## src/rtl/reg_file_scb.sv

```systemverilog
// Register file with two combinational read ports, one write port and a per-register
// pending-write scoreboard for RAW/WAW stalls. Define RF_BYPASS_EN for write-through forwarding.
module reg_file_scb #(
  parameter int unsigned DATA_W = 8,
  parameter int unsigned NREGS  = 8,
  parameter int unsigned ADDR_W = $clog2(NREGS),
  parameter int unsigned CNT_W  = 2
) (
  input  logic              clk,
  input  logic              reset,
  input  logic [ADDR_W-1:0] rs_addr,
  input  logic [ADDR_W-1:0] rt_addr,
  output logic [DATA_W-1:0] rs_data,
  output logic [DATA_W-1:0] rt_data,
  input  logic              wr_en,
  input  logic [ADDR_W-1:0] wr_addr,
  input  logic [DATA_W-1:0] wr_data,
  input  logic              issue_en,
  input  logic [ADDR_W-1:0] issue_rd,
  output logic              issue_ok,
  output logic              stall,
  output logic [NREGS-1:0]  busy_vec,
  output logic              wb_err
);

  localparam logic [CNT_W-1:0] CNT_MAX = '1;
  localparam logic [CNT_W-1:0] CNT_ONE = CNT_W'(1);

  logic [DATA_W-1:0] r_file [NREGS];
  logic [CNT_W-1:0]  r_cnt  [NREGS];
  logic              r_wb_err;

  logic w_rs_busy;
  logic w_rt_busy;
  logic w_dst_full;
  logic w_issue_ok;
  logic w_wb_orphan;

  // Read ports; r0 reads zero, optional same-cycle forwarding of the writeback
  always_comb begin
    rs_data = (rs_addr == '0) ? '0 : r_file[rs_addr];
    rt_data = (rt_addr == '0) ? '0 : r_file[rt_addr];
`ifdef RF_BYPASS_EN
    if (wr_en && (wr_addr == rs_addr) && (rs_addr != '0)) rs_data = wr_data;
    if (wr_en && (wr_addr == rt_addr) && (rt_addr != '0)) rt_data = wr_data;
`endif
  end

  // Source hazards; with forwarding, a last outstanding write landing now frees the register
  always_comb begin
    w_rs_busy = (rs_addr != '0) && (r_cnt[rs_addr] != '0);
    w_rt_busy = (rt_addr != '0) && (r_cnt[rt_addr] != '0);
`ifdef RF_BYPASS_EN
    if (wr_en && (wr_addr == rs_addr) && (r_cnt[rs_addr] == CNT_ONE)) w_rs_busy = 1'b0;
    if (wr_en && (wr_addr == rt_addr) && (r_cnt[rt_addr] == CNT_ONE)) w_rt_busy = 1'b0;
`endif
  end

  assign w_dst_full  = (issue_rd != '0) && (r_cnt[issue_rd] == CNT_MAX);
  assign w_issue_ok  = issue_en && !w_rs_busy && !w_rt_busy && !w_dst_full;
  assign issue_ok    = w_issue_ok;
  assign stall       = issue_en && !w_issue_ok;
  assign wb_err      = r_wb_err;

  // A writeback with nothing pending is an error unless an issue to the same register absorbs it
  assign w_wb_orphan = wr_en && (wr_addr != '0) && (r_cnt[wr_addr] == '0) &&
                       !(w_issue_ok && (issue_rd == wr_addr));

  always_comb begin
    busy_vec    = '0;
    for (int unsigned i = 1; i < NREGS; i++) begin
      busy_vec[i] = (r_cnt[ADDR_W'(i)] != '0);
    end
  end

  always_ff @(posedge clk) begin
    if (reset) begin
      for (int unsigned i = 0; i < NREGS; i++) begin
        r_file[ADDR_W'(i)] <= '0;
      end
    end else if (wr_en && (wr_addr != '0)) begin
      r_file[wr_addr] <= wr_data;
    end
  end

  // Pending-write counters: issue raises, writeback lowers, coincident events cancel
  always_ff @(posedge clk) begin
    if (reset) begin
      for (int unsigned i = 0; i < NREGS; i++) begin
        r_cnt[ADDR_W'(i)] <= '0;
      end
    end else begin
      r_cnt[0] <= '0;
      for (int unsigned i = 1; i < NREGS; i++) begin
        if (wr_en && (wr_addr == ADDR_W'(i))) begin
          if ((r_cnt[ADDR_W'(i)] != '0) && !(w_issue_ok && (issue_rd == ADDR_W'(i))))
            r_cnt[ADDR_W'(i)] <= r_cnt[ADDR_W'(i)] - CNT_ONE;
        end else if (w_issue_ok && (issue_rd == ADDR_W'(i))) begin
          r_cnt[ADDR_W'(i)] <= r_cnt[ADDR_W'(i)] + CNT_ONE;
        end
      end
    end
  end

  always_ff @(posedge clk) begin
    if (reset)            r_wb_err <= 1'b0;
    else if (w_wb_orphan) r_wb_err <= 1'b1;
  end

endmodule

```

## config.mk

```make
export PLATFORM = sky130hd
export DESIGN_NAME = reg_file_scb
export DESIGN_NICKNAME = d
export VERILOG_FILES = /design/src/rtl/reg_file_scb.sv
export SDC_FILE = /design/constraint.sdc
export NUM_CORES = 1
export LEC_CHECK = 0
export BUFFER_PORTS_ARGS = -buffer_cell sky130_fd_sc_hd__buf_2
export CORE_MARGIN = 4
export CORE_UTILIZATION = 45
export DETAILED_ROUTE_END_ITERATION = 12
export GPL_ROUTABILITY_DRIVEN = 0
export SYNTH_ARGS = -nofsm -noshare
export SYNTH_HDL_FRONTEND = slang
export SYNTH_SLANG_ARGS = --single-unit
```

## constraint.sdc

```tcl
create_clock -name clk -period 2.9 [get_ports clk]
set_input_delay 0.58 -clock clk [delete_from_list [all_inputs] [get_ports clk]]
set_output_delay 0.58 -clock clk [all_outputs]
set_load 0.02 [all_outputs]
```

---- Word-level counts from Yosys, hierarchy flattened ----
Memories as Yosys holds them, arrays and structs flattened.
Cells that the tools add are included.
word-level totals
  register bits after elaboration ......... 1
  memories kept ........................... 2
  memory bits (writable) .................. 80
  word-level logic and storage cells ...... 191
  memory bits (read-only) ................. 0
  bits in latches ......................... 0
memory list
  memory  depth  bits a word  rd ports  clocked after memory_dff  write ports  line  RTL
  r_file  8      8            2         0                         8            29    logic [DATA_W-1:0] r_file [NREGS];
  r_cnt   8      2            11        0                         8            30    logic [CNT_W-1:0] r_cnt [NREGS];
operators by class
  eq/ne operators ......................... 16
  magnitude comparators ................... 0
  muxes and demuxes ....................... 82
  bitwise logic cells ..................... 15
  div/mod/pow operators ................... 0
  reductions and logical operators ........ 61
  add/subtract/negate cells ............... 14
  multipliers ............................. 0
  shift operators ......................... 0
operator list
  kind                                                 count
  two-way mux 1 bit                                    63
  logical AND 1 bit                                    32
  two-way mux 2 bit                                    15
  equality test 3 bit, second input constant           8
  two-way mux 8 bit                                    3
  nonzero test 2 bit                                   9
  OR 1 bit                                             15
  adder 2 x 1 -> 2 bit, second input constant          7
  subtractor 2 x 1 -> 2 bit, second input constant     7
  equality test 3 x 2 -> 1 bit, second input constant  4
  zero test 1 bit                                      12
  nonzero test 3 bit                                   4
  OR reduction 8 bit                                   1
  equality test 3 x 1 -> 1 bit, second input constant  2
  zero test 3 bit                                      2
  equality test 3 bit                                  1
  two-way mux 3 bit                                    1
  equality test 2 bit, second input constant           1
  zero test 2 bit                                      1

---- Logic depth before layout (Yosys ltp) ----
Gate-level depths: netlist of the first run.
An unclocked memory read counts as a cell.
  depth after elaboration ................. 16
  depth in mapped cells ................... 8
  gate-level depth less buffers ........... 7

---- Worst setup path before layout of the first run ----
Ideal clock, no wire load.
  kind .................................... in2out
  from .................................... input port issue_rd[1]
  to ...................................... output port stall
  stages on the path ...................... 8
  path slack .............................. -0.143 ns
  buffers on the path ..................... 2
  arrival ................................. 2.463 ns
  data required time ...................... 2.320 ns
  cells stage by stage .................... buf_6 > mux2_2 > a22oi_1 > o31a_1 > or4b_4 > buf_6 > nor2_1 > nor2b_1
on the way
  word-level cells in the longest chain between the ends .. 7
  elaborated cells on any way between the ends .. 8
  those cells by class .................... eq/ne (1); reduce/logical (6); memory (1)
ends and longest elaborated chain
  element                  line  RTL
  start: declaration       19    input logic [ADDR_W-1:0] issue_rd,
  memory read (8 x 2 bit)  n/a
  equality test 2 bit      59    assign w_dst_full = (issue_rd != '0) && (r_cnt[issue_rd] == CNT_MAX);
  logical AND 1 bit (*)    59
  zero test 1 bit (*)      60    assign w_issue_ok = issue_en && !w_rs_busy && !w_rt_busy && !w_dst_full;
  logical AND 1 bit (*)    60
  via issue_ok             20    output logic issue_ok,
  zero test 1 bit (*)      62    assign stall = issue_en && !w_issue_ok;
  logical AND 1 bit (*)    62
  end: declaration         21    output logic stall,
Mark *: on every way through the listed nets, which the timed path passes. The rest lies on a longest branch.

==> flow_summary_export.csv, run 1 <==
group,metric,value,unit
logic_synthesis,synth_top_family_by_area,"simple AND/OR/NAND/NOR gates",
detailed_routing,ant_nets,0,
critical_path,max_stage_delay,0.58,ns
logic_synthesis,ys.warnings.count,0,
global_route,grt_first_pass_wirelength,22000,um
critical_path,worstRegToRegCells,8,
sta,hold_viol,0,
critical_path,critical_path_buf_inv_count,1,
final_layout,most-common-layout-cells,"78 x edfxtp_1, 51 x and2_1, 49 x buf_2, 45 x buf_4, 37 x o21ai_0",
logic_synthesis,ys_ff_latch,79,
sta,slew_headroom,54.9,%
floorplanning,die_y,114,um
global_route,antenna_found_initial,0,
floorplanning,die_area,0.0130,sq mm
final_layout,final_common_cell,"edfxtp_1",
detailed_routing,post_drt_wl_per_cell,20.3,um
clock_network,cts-htree-levels,3,
critical_path,r2r_setup_slack,0.27,ns
logic_synthesis,synth_fa_ha_area_share,0.248,%
global_route,grt_max_degree,32,
hold_path,whs_path_depth,1,
logic_synthesis,yosys.area_share.simple,23.0,%
logic_synthesis,synth_flop_cell,"edfxtp_1",
hold_path,min_from,"wb_err$_SDFFE_PP0P_",
flow_run,max-cap-violations,0,
logic_synthesis,synth_edf_count,78,
pwr,power.leakage,0.00235,uW
logic_synthesis,syn_inst,471,
placement,io_buffers,49,
detailed_routing,first_pass_iters,5,
clock_network,clockBufferDepth,2,
clock_network,postCtsHoldBufs,0,
status,status,"complete, no violations",
global_route,grt_use_total,22.4,%
critical_path,critical-path-slowest-cell,"or4b_4",
global_route,busiest_layer,"met2",
detailed_routing,routed_wirelength,14200,um
sta,rsz0062_at_grt,"true",
sta,min_period_over_period,98.7,%
detailed_routing,drt_iter0_markers,438,
logic_synthesis,syn_area_per_cell,10.7,sq um
final_layout,fin_cells,697,
final_layout,nets,577,
logic_synthesis,synthMuxAreaShare,12.9,%
sta,maxSlewViolCount,0,
clock_network,clk_latency,0.35,ns
final_layout,antenna_cells,0,
detailed_routing,vias,4134,
detailed_routing,route.detailed.drc,0,
sta,finalClockSkew,0.0150,ns
critical_path,worstReg2RegStart,"r_cnt[1][0]$_SDFFCE_PN0P_",
hold_path,hold_class,"register to register",
global_route,grt_pass1_vias,4035,
logic_synthesis,synth_cell_types,59,
placement,dp_hpwl,10100,um
placement,placed_area,0.00561,sq mm
pwr,power_density,472,mW/mm^2
critical_path,reg2reg_to,"r_cnt[1][1]$_SDFFCE_PN0P_",
sta,worst_slew_pin_slew,0.674,ns
floorplanning,fp-row-count,38,
clock_network,root_buffer,"clkbuf_8",
critical_path,crit_family,"simple AND/OR/NAND/NOR gates",
logic_synthesis,synth_xor_area_share,0.869,%
detailed_routing,post_drt_via_cell_ratio,5.93,
critical_path,crit_arrival,2.28,ns
clock_network,cts_tree,"built",
final_layout,areaGrowthSynthToFinish,19.3,%
final_layout,drive_above_1_share,28.0,%
critical_path,cp.required,2.32,ns
floorplanning,core,0.0109,sq mm
clock_network,cts_sinks,79,
critical_path,cp.depth,7,
critical_path,critical_path.startpoint_type,"register",
logic_synthesis,synth-compound-area-share,12.1,%
final_layout,fin_area,0.00601,sq mm
critical_path,path_class,"register to output pin",
global_route,globalRouteMet3Util,4.46,%
clock_network,path_clk_slew,0.09,ns
floorplanning,die_w,114,um
critical_path,worstPathCellList,"or2_4 -> nand3b_1 -> a31oi_4 -> or4b_4 -> nor2_4 -> nor2b_1 -> buf_2",
sta,finalSetupViolations,0,
global_route,globalRouteOverflowTotal,0,
critical_path,end_kind,"output pin",
global_route,met1_usage,28.6,%
global_route,met2_usage,37.7,%
critical_path,crit_fanout,4,
hold_path,hold-path-endpoint,"wb_err$_SDFFE_PP0P_",
clock_network,numCtsBuffers,9,
logic_synthesis,synth_area,0.00504,sq mm
sta,fmax,350,MHz
logic_synthesis,ys_seq_area_share,46.9,%
floorplanning,ioPinCount,51,
pwr,max-vdd-ir-drop,0.000209,V
placement,dp.cells,662,
sta,min_period,2.86,ns
floorplanning,initial_utilization,46.3,%
logic_synthesis,synthArstFlopShare,0,%
-- how the worst max path moves through the flow --
stage	to	startpoint
after detailed placement	stall	rt_addr[1]
after global placement	stall	rs_addr[1]
after floorplan	stall	issue_rd[1]
after CTS	stall	r_cnt[4][0]$_SDFFCE_PN0P_
after global routing	stall	r_cnt[4][0]$_SDFFCE_PN0P_
final	stall	r_cnt[1][0]$_SDFFCE_PN0P_
-- what timing repair did --
item,CTS,global route
gates resized for setup,5,6
buffers inserted,9,10
pin swaps,1,1
endpoints found under the setup margin,2,2
-- power breakdown --
group          total (uW)  internal [uW]  switching, uW
clock network         872            487            385
registers            1380           1330           44.9
logic                 589            247            342
-- stage by stage --
step | setup slack [ns] | hold WS (ns) | total power, uW | setup TNS [ns] | utilization, %
3_3_place_gp | 0.0863 | 0.473 | 1940 | 0 | 51.5
3_5_place_dp | 0.0316 | 0.467 | 1960 | 0 | 51.5
5_1_grt | -0.0774 | 0.523 | 2960 | -0.126 | 55.2
4_1_cts | 0.0132 | 0.493 | 2830 | 0 | 54.3
6_report | 0.0391 | 0.496 | 2840 | 0 | 55.2
2_1_floorplan | 0.0871 | 0.546 | 1750 | 0 | -
-- cell type report --
cell class | instances | area, sq um
timing repair buffer | 98 | 654
tap | 140 | 175
sequential | 79 | 2360
clock buffer | 13 | 139
inverter | 11 | 41.3
multi-input combinational | 353 | 2570
fill | 951 | 4870
clock inverter | 3 | 67.6
-- cell usage after synthesis, types with 7 or more instances --
master / number / area [sq um]
inv_1: 11 / 41.3
nand3_1: 13 / 65.1
mux2i_1: 21 / 210
clkbuf_1: 26 / 97.6
a221oi_1: 16 / 140
and2_1: 51 / 319
or2_2: 7 / 43.8
mux4_2: 18 / 405
and3_1: 12 / 75.1
edfxtp_1: 78 / 2340
a21oi_1: 8 / 40.0
nor2b_1: 24 / 150
nor2_1: 32 / 120
nand2_1: 36 / 135
o21ai_0: 37 / 185
-- metal layers --
| layer | up-vias | part of all wire (%) |
|---|---|---|
| li1 | 1915 | - |
| met1 | 2027 | 42 |
| met2 | 156 | 49 |
| met3 | 36 | 5.8 |
| met4 | 0 | 3.3 |
| met5 | - | 0 |
-- cells by family after synthesis --
| group | Yosys count |
|---|---|
| AND/OR/NAND/NOR | 206 |
| AO/OA/AOI/OAI | 90 |
| flip-flops | 79 |
| buffers and inverters | 47 |
| multiplexers | 42 |
| XOR/XNOR | 5 |
| adder cells (fa/ha/maj) | 1 |
| other | 1 |
-- registers in the layout (all words and copies together), names as in the netlist --
register and cells:
r_cnt 14, r_file 64, wb_err 1
Power figures use the tool's default switching activity.
==> run 2, diff against run 1 <==
--- a/config.mk
+++ b/config.mk
@@ -5,7 +5,10 @@
 export SDC_FILE = /design/constraint.sdc
 export NUM_CORES = 1
 export LEC_CHECK = 0
+export ABC_AREA = 1
+export ABC_CLOCK_PERIOD_IN_PS = 2900
 export BUFFER_PORTS_ARGS = -buffer_cell sky130_fd_sc_hd__buf_2
+export CAP_MARGIN = 25
 export CORE_MARGIN = 4
 export CORE_UTILIZATION = 45
 export DETAILED_ROUTE_END_ITERATION = 12
==> run 2 against run 1 <==
  * Sequential share of layout area up 3.7 points
  * First-iteration DRC count grew 30%
  * Utilization fell by 4.3 points
  * Worst setup slack gained 0.18 ns
  * Clock power decreased by 16%
  * Critical endpoint is now rt_data[0]
  * Highest routed layer unchanged
==> flow_summary_export.csv, run 2 <==
group,metric,value,unit
status,status,"complete, no violations",
logic_synthesis,ys_seq_area_share,47.6,%
critical_path,worstReg2RegStart,"r_cnt[1][0]$_SDFFCE_PN0P_",
clock_network,cts_resized,0,
logic_synthesis,synth_flop_cell,"edfxtp_1",
final_layout,areaGrowthSynthToFinish,10.7,%
global_route,grt_pass1_vias,4180,
critical_path,crit_fanout,35,
clock_network,cts_sinks,79,
critical_path,end_kind,"output pin",
pwr,pwr-share-comb,19.8,%
pwr,finalPower,2630,uW
flow_run,max-cap-violations,0,
sta,slew_headroom,51.7,%
detailed_routing,vias,4566,
clock_network,postCtsHoldBufs,0,
placement,dp_hpwl,10300,um
pwr,swShare,31.7,%
sta,maxSlewViolCount,0,
critical_path,crit_path_end,"rt_data[0]",
logic_synthesis,ys_ff_latch,79,
sta,min_period,2.68,ns
clock_network,cts-htree-levels,3,
floorplanning,die_y,113,um
pwr,p_sw,833,uW
clock_network,root_buffer,"clkbuf_8",
sta,finalSetupViolations,0,
sta,rsz0062_at_grt,"false",
detailed_routing,routed_wirelength,14100,um
sta,finalWorstSetupSlack,0.221,ns
hold_path,whs_path_depth,2,
clock_network,clk_latency,0.37,ns
logic_synthesis,syn_area_per_cell,7.69,sq um
logic_synthesis,synth_edf_count,78,
logic_synthesis,ys.warnings.count,0,
clock_network,path_clk_slew,0.08,ns
logic_synthesis,synth_top_family_by_area,"simple AND/OR/NAND/NOR gates",
final_layout,most-common-layout-cells,"126 x nor2_1, 114 x nand2_1, 81 x o21ai_0, 78 x edfxtp_1, 69 x inv_1",
logic_synthesis,synthMuxAreaShare,0,%
global_route,antenna_found_initial,0,
critical_path,crit_arrival,2.10,ns
logic_synthesis,syn_inst,645,
placement,place_ws,0.244,ns
hold_path,hold_class,"register to register",
critical_path,worstRegToRegCells,9,
detailed_routing,drt_iter0_markers,571,
logic_synthesis,synth_common_cells,"126 x nor2_1, 114 x nand2_1, 81 x o21ai_0, 78 x edfxtp_1, 69 x inv_1",
sta,finalClockSkew,0.0110,ns
final_layout,largest_reg_flops,64,
clock_network,clockBufferDepth,2,
logic_synthesis,synth_most_common_cell,"nor2_1",
placement,io_buffers,49,
logic_synthesis,synth_xor_area_share,0.530,%
critical_path,r2r_setup_slack,0.69,ns
final_layout,drive_above_1_share,13.4,%
logic_synthesis,synth_top_area_share,47.2,%
critical_path,reg2reg_to,"r_cnt[5][0]$_DFFE_PP_",
pwr,power_density,478,mW/mm^2
pwr,intPower,1790,uW
pwr,power.leakage,0.00238,uW
final_layout,nets,713,
sta,hold_viol,0,
clock_network,postCtsSetupBuffers,0,
detailed_routing,first_pass_iters,5,
pwr,p_clk_share,28.0,%
detailed_routing,post_drt_wl_per_cell,16.9,um
global_route,grt_first_pass_wirelength,22600,um
detailed_routing,route.detailed.drc,0,
floorplanning,ioPinCount,51,
final_layout,regMostFlops,"r_file",
pwr,sequentialPowerShare,52.2,%
logic_synthesis,synthArstFlopShare,0,%
sta,fmax,373,MHz
final_layout,final_common_cell,"nor2_1",
floorplanning,die_area,0.0128,sq mm
critical_path,path_class,"primary input to output pin",
floorplanning,initial_utilization,46.0,%
critical_path,critical_path.startpoint_type,"primary input",
floorplanning,die_w,113,um
sta,min_period_over_period,92.4,%
logic_synthesis,yosys.area_share.simple,24.8,%
detailed_routing,ant_nets,0,
logic_synthesis,synth_fa_ha_area_share,0.252,%
clock_network,cts_tree,"built",
sta,fin_tns_setup,0,ns
pwr,max-vdd-ir-drop,0.000179,V
final_layout,antenna_cells,0,
critical_path,cp.required,2.32,ns
floorplanning,core,0.0108,sq mm
global_route,grt_use_total,22.7,%
logic_synthesis,synth-compound-area-share,17.4,%
global_route,globalRouteOverflowTotal,0,
logic_synthesis,yosys.area.top_type,"edfxtp_1",
global_route,grt_max_degree,57,
clock_network,numCtsBuffers,9,
logic_synthesis,synth_area,0.00496,sq mm
sta,worst_slew_pin_slew,0.724,ns
logic_synthesis,synth_cell_types,35,
logic_synthesis,ys_top_cells_by_area,"edfxtp_1 47%, nor2_1 9.5%, nand2_1 8.6%",
detailed_routing,post_drt_via_cell_ratio,5.48,
floorplanning,fp-row-count,38,
critical_path,startpoint,"rt_addr[1]",
## run 2: worst min path at each step
stage	start	end	slack [ns]
2_1_floorplan	wb_err$_SDFFE_PP0P_	wb_err$_SDFFE_PP0P_	0.57
4_1_cts	wb_err$_SDFFE_PP0P_	wb_err$_SDFFE_PP0P_	0.48
3_3_place_gp	wb_err$_SDFFE_PP0P_	wb_err$_SDFFE_PP0P_	0.45
3_5_place_dp	wb_err$_SDFFE_PP0P_	wb_err$_SDFFE_PP0P_	0.46
6_report	wb_err$_SDFFE_PP0P_	wb_err$_SDFFE_PP0P_	0.48
5_1_grt	wb_err$_SDFFE_PP0P_	wb_err$_SDFFE_PP0P_	0.53
## run 2: stage by stage
step | std cells | util [%] | hold slack (ns) | cell area [sq um]
after global routing | 833 | 50.9 | 0.535 | 5490
after CTS | 833 | 50.9 | 0.478 | 5490
after global placement | 817 | 49.4 | 0.447 | 5330
after detailed placement | 817 | 49.4 | 0.459 | 5330
after floorplan | 653 | - | 0.570 | 4990
final | 833 | 50.9 | 0.478 | 5490
## run 2: critical path, stage by stage
cell	delay (ns)
buf_2	0.53
o21ai_0	0.18
o21ai_0	0.29
o21ai_0	0.15
a31oi_1	0.15
buf_2	0.20
## run 2: kinds of logic (layout without fill, tap and decap cells)
family                   count (synthesis)  count (layout)
buffers and inverters                  113             153
adder cells (fa/ha/maj)                  1               1
XOR/XNOR                                 3               3
flip-flops                              79              79
AO/OA/AOI/OAI                          157             157
AND/OR/NAND/NOR                        291             291
other                                    1               9
## run 2: area by class of cell
cell class | count | area [sq um]
clock inverter | 5 | 33.8
fill | 1058 | 5300
inverter | 78 | 295
multi-input combinational | 461 | 2160
tap | 140 | 175
sequential | 79 | 2360
clock buffer | 11 | 131
timing repair buffer | 59 | 333
## run 2: layer usage
metal	vias to the layer above	track usage (%)	part of all wire (%)
met2	174	33.1	44
met1	2129	33.5	46
met3	27	5.40	8.4
li1	2236	-	-
met4	0	6.81	1.7
met5	-	0	0
## run 2: power by group through the flow
| stage | Clock (uW) | Sequential (uW) | Combinational, uW |
|---|---|---|---|
| after global placement | 0 | 1400 | 508 |
| final | 736 | 1370 | 519 |
| after floorplan | 0 | 1380 | 356 |
| after CTS | 750 | 1370 | 516 |
| after detailed placement | 0 | 1400 | 515 |
| after global routing | 798 | 1380 | 578 |
==> run 3, diff against run 2 <==
--- a/config.mk
+++ b/config.mk
@@ -6,7 +6,7 @@
 export NUM_CORES = 1
 export LEC_CHECK = 0
 export ABC_AREA = 1
-export ABC_CLOCK_PERIOD_IN_PS = 2900
+export ABC_CLOCK_PERIOD_IN_PS = 3000
 export BUFFER_PORTS_ARGS = -buffer_cell sky130_fd_sc_hd__buf_2
 export CAP_MARGIN = 25
 export CORE_MARGIN = 4
==> constraint.sdc (replaced) <==
create_clock -name clk -period 3 [get_ports clk]
set_input_delay 0.6 -clock clk [delete_from_list [all_inputs] [get_ports clk]]
set_output_delay 0.6 -clock clk [all_outputs]
set_load 0.02 [all_outputs]
==> run 3 against run 2 <==
  * Design area up 0.55%
  * Die area unchanged
  * Clock skew is 0.0046 ns higher
  * Highest routed layer unchanged
  * Power rose by 1.0%
  * First-iteration DRC count is 2.8% lower
  * Worst hold slack barely moved
  * Largest cell class unchanged
==> flow_summary_export.csv, run 3 (synthesis gave the netlist of run 2 again) <==
group,metric,value,unit
status,status,"complete, no violations",
critical_path,crit_arrival,2.11,ns
pwr,power.leakage,0.00240,uW
clock_network,cts_sinks,79,
critical_path,r2r_setup_slack,0.78,ns
global_route,antenna_found_initial,0,
detailed_routing,vias,4618,
global_route,grt_max_degree,57,
final_layout,drive_above_1_share,13.4,%
detailed_routing,routed_wirelength,14200,um
final_layout,nets,713,
clock_network,clockBufferDepth,2,
sta,fmax,369,MHz
pwr,finalPower,2650,uW
critical_path,crit_fanout,35,
detailed_routing,post_drt_wl_per_cell,17.1,um
clock_network,clk_latency,0.37,ns
sta,finalWorstSetupSlack,0.286,ns
critical_path,critical_path.startpoint_type,"primary input",
critical_path,worstPathCellList,"buf_2 -> nor2_1 -> nand2_1 -> nor2_1 -> nor2_4 -> nand3_4 -> nor2_8 -> buf_2",
clock_network,cts_tree,"built",
floorplanning,fp-row-count,38,
final_layout,fin_cells,833,
floorplanning,die_y,113,um
sta,finalClockSkew,0.0157,ns
critical_path,critical-path-slowest-cell,"buf_2",
global_route,grt_use_total,22.7,%
sta,min_period_over_period,90.5,%
clock_network,cts_resized,0,
clock_network,postCtsHoldBufs,0,
floorplanning,ioPinCount,51,
sta,min_period,2.71,ns
final_layout,antenna_cells,0,
sta,rsz0062_at_grt,"false",
final_layout,final_common_cell,"nor2_1",
global_route,globalRouteOverflowTotal,0,
detailed_routing,drt_iter0_markers,555,
sta,slew_headroom,52.4,%
hold_path,whs_path_depth,2,
critical_path,reg2reg_to,"r_cnt[5][0]$_DFFE_PP_",
critical_path,max_stage_delay,0.54,ns
global_route,grt_first_pass_wirelength,22800,um
placement,place_ws,0.337,ns
critical_path,crit_family,"buffers and inverters",
clock_network,root_buffer,"clkbuf_8",
hold_path,hold-path-endpoint,"wb_err$_SDFFE_PP0P_",
pwr,max-vdd-ir-drop,0.000191,V
final_layout,areaGrowthSynthToFinish,11.3,%
flow_run,max-cap-violations,0,
placement,dp.cells,817,
sta,fin_tns_setup,0,ns
floorplanning,initial_utilization,46.0,%
critical_path,end_kind,"output pin",
sta,finalSetupViolations,0,
floorplanning,die_w,113,um
sta,holdWs,0.479,ns
final_layout,most-common-layout-cells,"126 x nor2_1, 114 x nand2_1, 81 x o21ai_0, 78 x edfxtp_1, 69 x inv_1",
sta,hold_viol,0,
placement,io_buffers,49,
critical_path,cp.required,2.40,ns
final_layout,regMostFlops,"r_file",
global_route,grt_pass1_vias,4258,
sta,worst_slew_pin_slew,0.713,ns
critical_path,critical_path_buf_inv_count,2,
final_layout,largest_reg_flops,64,
floorplanning,core,0.0108,sq mm
pwr,power_density,481,mW/mm^2
detailed_routing,first_pass_iters,5,
hold_path,hold_class,"register to register",
clock_network,path_clk_slew,0.10,ns
clock_network,cts-htree-levels,3,
detailed_routing,post_drt_via_cell_ratio,5.54,
clock_network,numCtsBuffers,9,
hold_path,min_from,"wb_err$_SDFFE_PP0P_",
critical_path,worstReg2RegStart,"r_cnt[2][0]$_SDFFCE_PN0P_",
placement,dp_hpwl,10300,um
clock_network,postCtsSetupBuffers,0,
detailed_routing,route.detailed.drc,0,
critical_path,path_class,"primary input to output pin",
sta,maxSlewViolCount,0,
floorplanning,die_area,0.0128,sq mm
detailed_routing,ant_nets,0,
critical_path,worstRegToRegCells,9,
## run 3: changes by cell type in the layout (fill, tap and decap cells not counted)
cell        before  now
bufinv_16        0    1
clkinv_1         1    2
clkinv_2         2    0
inv_6            1    2
clkbuf_1         2    1
clkinv_4         0    1
clkinvlp_4       2    1
## run 3: final cells by class
type	instances	area [sq um]
flip-flops and latches	79	2360
well taps	140	175
inverters	78	295
multi-input cells	461	2160
clock inverters	6	67.6
fillers	1080	5270
repair buffers	59	333
clock buffers	10	128
## run 3: how the worst max path moves through the flow
stage               slack [ns]                       from  cells past startpoint        to
finish                    0.29                 rt_addr[1]                      8  issue_ok
detailed placement        0.34                 rt_addr[1]                      9     stall
floorplan                 0.61                issue_rd[0]                     10     stall
CTS                       0.33  r_cnt[1][0]$_SDFFCE_PN0P_                     10     stall
global placement          0.36                 rt_addr[1]                      9     stall
global route              0.15                 rt_addr[1]                      9     stall
## run 3: layer usage
| layer | share of wire [%] | global-route usage [%] | vias up |
|---|---|---|---|
| li1 | - | - | 2242 |
| met1 | 47 | 34.3 | 2147 |
| met2 | 43 | 32.8 | 202 |
| met3 | 8.4 | 4.28 | 27 |
| met4 | 2.0 | 6.97 | 0 |
| met5 | 0 | 0 | - |
## run 3: stage by stage
step                cell area (sq um)  utilization, %
floorplan                        4990               -
global placement                 5330            49.4
detailed placement               5330            49.4
CTS                              5520            51.2
global route                     5520            51.2
finish                           5520            51.2
## run 3: worst register-to-register path, stage by stage (launching register included)
cell,delay (ns)
edfxtp_1,0.48
nor2_2,0.26
inv_1,0.12
nor2_1,0.10
nor2_1,0.06
nand2_2,0.08
nand3_4,0.10
nor2_8,0.26
nand2_1,0.18
o211ai_1,0.27
## run 3: power by group
part	internal [uW]	total, uW	switching (uW)
logic	146	502	356
registers	1290	1330	40.4
clock network	390	824	434
total	1820	2650	831
